File: config.mk
export PLATFORM = sky130hd
export DESIGN_NAME = free_list
export DESIGN_NICKNAME = d
export VERILOG_FILES = /design/src/rtl/common_pkg.sv /design/src/rtl/free_list_prefix_count.sv /design/src/rtl/free_list.sv
export SDC_FILE = /design/constraint.sdc
export NUM_CORES = 1
export LEC_CHECK = 0
export ABC_CLOCK_PERIOD_IN_PS = 4300
export CAP_MARGIN = 30
export CORE_MARGIN = 5
export CORE_UTILIZATION = 45
export CTS_BUF_LIST = sky130_fd_sc_hd__clkbuf_8
export DETAILED_ROUTE_END_ITERATION = 6
export GPL_ROUTABILITY_DRIVEN = 0
export PLACE_DENSITY = 0.72
export SYNTH_ARGS = -nofsm -noshare
export SYNTH_HDL_FRONTEND = slang
export SYNTH_HIERARCHICAL = 1
export SYNTH_SLANG_ARGS = --single-unit
File: constraint.sdc
create_clock -name clk -period 4.3 [get_ports clk]
set_input_delay 0.86 -clock clk [delete_from_list [all_inputs] [get_ports clk]]
set_output_delay 0.86 -clock clk [all_outputs]
set_load 0.1 [all_outputs]
File: src/rtl/common_pkg.sv
// rtl/common_pkg.sv - shared rename-stage sizes, register id types and free-list pointer helpers
package common;

    localparam int FETCH_WIDTH = 2;
    localparam int FREE_WIDTH  = 2;
    localparam int NUM_PREG    = 64;
    localparam int NUM_CREG    = 32;

    localparam int PREG_W      = $clog2(NUM_PREG);
    localparam int CREG_W      = $clog2(NUM_CREG);

    localparam int FL_DEPTH    = NUM_PREG - NUM_CREG;
    localparam int FL_PTR_W    = $clog2(FL_DEPTH) + 1;
    localparam int FL_IDX_W    = FL_PTR_W - 1;

    typedef logic [PREG_W-1:0]   preg_addr_t;
    typedef logic [CREG_W-1:0]   creg_addr_t;
    typedef logic [FL_PTR_W-1:0] fl_ptr_t;
    typedef logic [FL_IDX_W-1:0] fl_idx_t;

    typedef struct packed {
        logic       valid;
        preg_addr_t id;
    } pdst_t;

    // The wrap bit only matters for full/empty; storage is indexed by the low bits.
    function automatic fl_idx_t fl_idx(input fl_ptr_t p);
        return p[FL_IDX_W-1:0];
    endfunction

    function automatic fl_ptr_t count_ones_free(input logic [FREE_WIDTH-1:0] v);
        fl_ptr_t c;
        c = '0;
        for (int i = 0; i < FREE_WIDTH; i++) begin
            c = c + FL_PTR_W'(v[i]);
        end
        return c;
    endfunction

endpackage

File: src/rtl/free_list_prefix_count.sv
// rtl/free_list_prefix_count.sv - exclusive prefix popcount per bit plus total popcount
module fl_prefix_count #(
    parameter int N  = 2,
    parameter int CW = $clog2(N + 1)
) (
    input  logic [N-1:0]         bits_in,
    output logic [N-1:0][CW-1:0] prefix,
    output logic [CW-1:0]        total
);

    always_comb begin
        total = '0;
        for (int i = 0; i < N; i++) begin
            prefix[i] = total;
            total     = total + CW'(bits_in[i]);
        end
    end

endmodule

File: src/rtl/free_list.sv
// rtl/free_list.sv - circular physical-register free list with speculative head and flush rollback
module free_list
    import common::*;
(
    input  logic                              clk,
    input  logic                              resetn,
    input  logic [FETCH_WIDTH-1:0]            alloc_req,
    input  logic                              alloc_en,
    output logic                              alloc_ready,
    output pdst_t [FETCH_WIDTH-1:0]           pdst_fl,
    input  logic [FREE_WIDTH-1:0]             free_valid,
    input  preg_addr_t [FREE_WIDTH-1:0]       free_id,
    input  logic [FREE_WIDTH-1:0]             commit_alloc,
    input  logic                              flush,
    output fl_ptr_t                           free_count
);

    localparam int AW = $clog2(FETCH_WIDTH + 1);
    localparam int FW = $clog2(FREE_WIDTH + 1);

    fl_ptr_t    head_q, head_d;
    fl_ptr_t    tail_q, tail_d;
    fl_ptr_t    commit_head_q, commit_head_d;
    preg_addr_t entries_q [FL_DEPTH];
    preg_addr_t entries_d [FL_DEPTH];

    logic [FETCH_WIDTH-1:0][AW-1:0] alloc_off;
    logic [AW-1:0]                  alloc_total;
    logic [FREE_WIDTH-1:0][FW-1:0]  free_off;
    logic [FW-1:0]                  free_total;
    fl_ptr_t                        commit_total;
    logic                           fire;

    fl_prefix_count #(.N(FETCH_WIDTH)) u_alloc_prefix (
        .bits_in (alloc_req),
        .prefix  (alloc_off),
        .total   (alloc_total)
    );

    fl_prefix_count #(.N(FREE_WIDTH)) u_free_prefix (
        .bits_in (free_valid),
        .prefix  (free_off),
        .total   (free_total)
    );

    assign free_count   = tail_q - head_q;
    assign alloc_ready  = free_count >= FL_PTR_W'(alloc_total);
    assign commit_total = count_ones_free(commit_alloc);

    // Slot i takes the entry after all lower-numbered requesting slots.
    always_comb begin
        for (int i = 0; i < FETCH_WIDTH; i++) begin
            pdst_fl[i] = '0;
            if (alloc_req[i]) begin
                pdst_fl[i].valid = alloc_ready;
                pdst_fl[i].id    = entries_q[fl_idx(head_q + FL_PTR_W'(alloc_off[i]))];
            end
        end
    end

    always_comb begin
        fire          = alloc_en & alloc_ready & ~flush;
        commit_head_d = commit_head_q + commit_total;
        head_d        = head_q;
        if (flush) begin
            head_d = commit_head_d;
        end else if (fire) begin
            head_d = head_q + FL_PTR_W'(alloc_total);
        end
        tail_d = tail_q + FL_PTR_W'(free_total);
    end

    // Returned ids are packed densely in port order starting at the tail.
    always_comb begin
        entries_d = entries_q;
        for (int j = 0; j < FREE_WIDTH; j++) begin
            if (free_valid[j]) begin
                entries_d[fl_idx(tail_q + FL_PTR_W'(free_off[j]))] = free_id[j];
            end
        end
    end

    always_ff @(posedge clk or negedge resetn) begin
        if (!resetn) begin
            head_q        <= '0;
            commit_head_q <= '0;
            tail_q        <= FL_PTR_W'(FL_DEPTH);
            for (int k = 0; k < FL_DEPTH; k++) begin
                entries_q[k] <= PREG_W'(NUM_CREG + k);
            end
        end else begin
            head_q        <= head_d;
            commit_head_q <= commit_head_d;
            tail_q        <= tail_d;
            entries_q     <= entries_d;
        end
    end

endmodule

==> metrics.md <==
| Metric | Value |
|---|---|
| Fin cells | 1781 |
| Number of diodes | 0 |
| CTS Buffer Depth | 3 |
| Final Hold Viols | 0 |
| Failing checks | negative setup slack |
| Register area share after synthesis | 37.7% |
| Max-slew violations | 0 |
| GR Util met2 | approximately 37% |
| Slew margin rel. | 35.5% |
| Endpoints failing setup | 2 |
| Number of remaining DRC errors | 0 |
| Worst-path fanout max | 5 |
| Mapped cell area | approximately 14000 µm² |
| Clk sinks | 210 |
| Final worst slack | -0.0228 ns |
| DRT Pass-1 Iters | 6 |
| Achievable frequency | 231 MHz |
| Critical path class | input port to primary output |
| Skew-Pair Late Insertion Delay | 0.53 ns |
| Area grow syn2layout | 15.2% |
| Worst Setup Start Kind | input port |
| Post-synthesis area per instance | 11.0 µm² |
| Post-route ant nets | 0 |
| Hold buffers post-CTS | 0 |
| Met3 GRT Util | 6.65% |
| Setup crit start | alloc_req[0] |
| Post-synth EDFFs | 0 |
| Core Rows | 65 |
| CTS Root Cell | clkbuf_8 |
| Core ar. | 31500 µm² |
| Unique masters post-synth | 53 |
| Die area | ~35000 µm² |
| Grt met1 use | 34.8% |
| Top Ports | 43 |
| Die height | ~190 µm |
| Vias per std cell | 6.21 |
| GRT Util Overall | 24.7% |
| Clock slew at reported path FFs | 0.06 ns |
| Pin count of the biggest net entering global routing | 97 |
| Grt ovf | 0 |
| Die Wd | 188 µm |
| Post-Syn Instances | 1299 |
| Synth Warn # | 6 |
| Async S/R FF share, synth | 100% |
| Busiest grt layer | met2 |
| Number of max-cap violations | 0 |
| Hold Crit Class | input port to asynchronous set/reset pin |
| First-pass GRT wire length | 68000 µm |
| CP arrival | 3.46 ns |
| NumNets Final | 1403 |
| Vias | 11.1k |
| Routed WL | between 40000 and 50000 µm |
| Required time worst endpoint | 3.44 ns |
| CTS Buf Count | 38 |
| Status | complete, but fails checks |
| Reg-to-Reg Start | head_q[1] |
| Setup Slack @ Placement | -0.412 ns |
| Initial antenna violation count | 0 |
| CTS tree | yes |
| Crit path capture type | primary output |
| WL/cell | approximately 25 µm |
| Fin crit period | 4.32 ns |
| Top FF cell, synth | dfstp_2 |
| Least-Margin Pin Slew | 0.964 ns |
| DPL Wire Length | 31300 µm |
| Iter 0 DRT Violations | 1489 |
| Dpl cells | 1698 |
| Final clock skew | 0.0243 ns |
| Synthesis-stage register bit count | 210 |
| H-tree Lvls | 2 |
| Final Cycle Share | 101% |
| RSZ-0062 raised after global routing | yes |
| Share of layout cells above drive strength 1 | between 30% and 40% |
| Fin util | a little over half |
| Worst reg2reg setup slack | 1.33 ns |
| Buffers on Ports | 42 |
| Vias in the first global route | 10.9k |
| Initial Util | 45.4% |
area by class of cell:
class                   instances  area (µm²)
repair buffers                123        1350
clock buffers                  45         619
well taps                     402         503
flip-flops and latches        210        5400
inverters                      22        82.6
clock inverters                23        91.3
multi-input cells             956        8440
fillers                      2684       15000
metrics by stage:
| stage | hold WS, ns | TNS, ns | area, µm² |
|---|---|---|---|
| final | 0.393 | -0.0381 | 16500 |
| after global routing | 0.450 | -0.0426 | 16500 |
| after CTS | 0.414 | 0 | 16400 |
| after detailed placement | 0.461 | -2.20 | 15600 |
| after global placement | 0.463 | -1.77 | 15600 |
| after floorplan | 0.443 | 0 | 14400 |
worst paths after layout:
| kind | cells past startpoint | endpoint |
|---|---|---|
| max | 11 | pdst_fl[8] |
| min in group clk | 1 | commit_head_q[5] |
| min reg2reg | 1 | commit_head_q[5] |
| max reg2reg | 11 | head_q[1] |
| min | 1 | commit_head_q[3] |
| max in group asynchronous | 2 | entries_q[175] |
worst max-delay path, stage by stage:
cell	delay, ns
buf_4	0.13
ha_4	0.16
fa_2	0.59
buf_6	0.16
buf_8	0.12
mux4_2	0.30
mux4_2	0.53
mux2i_1	0.22
buf_4	0.17
nor2b_4	0.04
buf_12	0.16
sequential cells by signal, summed over array words and instances, names as in the netlist:
register / cells
entries_q: 192
commit_head_q: 6
head_q: 6
tail_q: 6
cell usage after synthesis (all sizes together), types with 4 or more instances:
| cell | number | area share [%] |
|---|---|---|
| mux2i | 205 | 14 |
| nor2 | 145 | 4.9 |
| nand2 | 136 | 3.6 |
| mux4 | 120 | 19 |
| dfstp | 113 | 21 |
| a21oi | 107 | 3.7 |
| o21ai | 101 | 3.5 |
| dfrtp | 97 | 17 |
| clkbuf | 61 | 1.6 |
| buf | 54 | 2.2 |
| ha | 22 | 1.9 |
| inv | 22 | 0.58 |
| xnor2 | 19 | 1.2 |
| nand2b | 14 | 0.63 |
| nor2b | 14 | 0.61 |
| nand3 | 11 | 0.38 |
| fa | 8 | 1.1 |
| xor2 | 8 | 0.54 |
| and2 | 5 | 0.22 |
| a21o | 4 | 0.21 |
| or2 | 4 | 0.18 |
what timing repair did:
action                                  in CTS  in global routing
gates cloned                                 2                  0
pin swaps                                    3                  3
setup buffers                                5                  8
resized for setup                           17                  1
endpoints found under the setup margin       8                  6
layer usage:
| layer | up-vias | routed length [µm] |
|---|---|---|
| met4 | 0 | 2020 |
| met1 | 5348 | 17400 |
| li1 | 4771 | - |
| met2 | 801 | 19200 |
| met3 | 147 | 5560 |
| met5 | - | 0 |
kinds of logic (layout without fill, tap and decap cells):
| kind of cell | Yosys count | in the layout | synth area share (%) |
|---|---|---|---|
| AND/OR/NAND/NOR | 347 | 347 | 11.4 |
| AO/OA/AOI/OAI | 220 | 220 | 8.27 |
| XOR/XNOR | 27 | 27 | 1.76 |
| flip-flops | 210 | 210 | 37.7 |
| other | 2 | 6 | 0.0525 |
| buffers and inverters | 137 | 213 | 4.41 |
| multiplexers | 326 | 326 | 33.3 |
| adder cells (fa/ha/maj) | 30 | 30 | 3.04 |
cell usage in the layout (no fill, tap or decap), types with 4 or more instances in the layout:
cell type        count
a21o_1               4
a21oi_1            107
buf_12              23
buf_4               69
buf_6                5
clkbuf_8            46
clkdlybuf4s50_1     19
conb_1               6
dfrtp_1             95
dfstp_2            113
fa_1                 5
ha_1                20
inv_1               43
mux2i_1            205
mux4_2             120
nand2_1            134
nand2b_1            13
nand3_1             11
nor2_1             125
nor2_2               7
nor2_4               9
nor2_8               4
nor2b_1              8
nor2b_4              6
o21ai_0             27
o21ai_1             74
xnor2_1             15
xor2_1               5
Power is left out: the tool's default activity adds up to more than one toggle a clock period on the data nets, which glitch-free logic cannot reach.
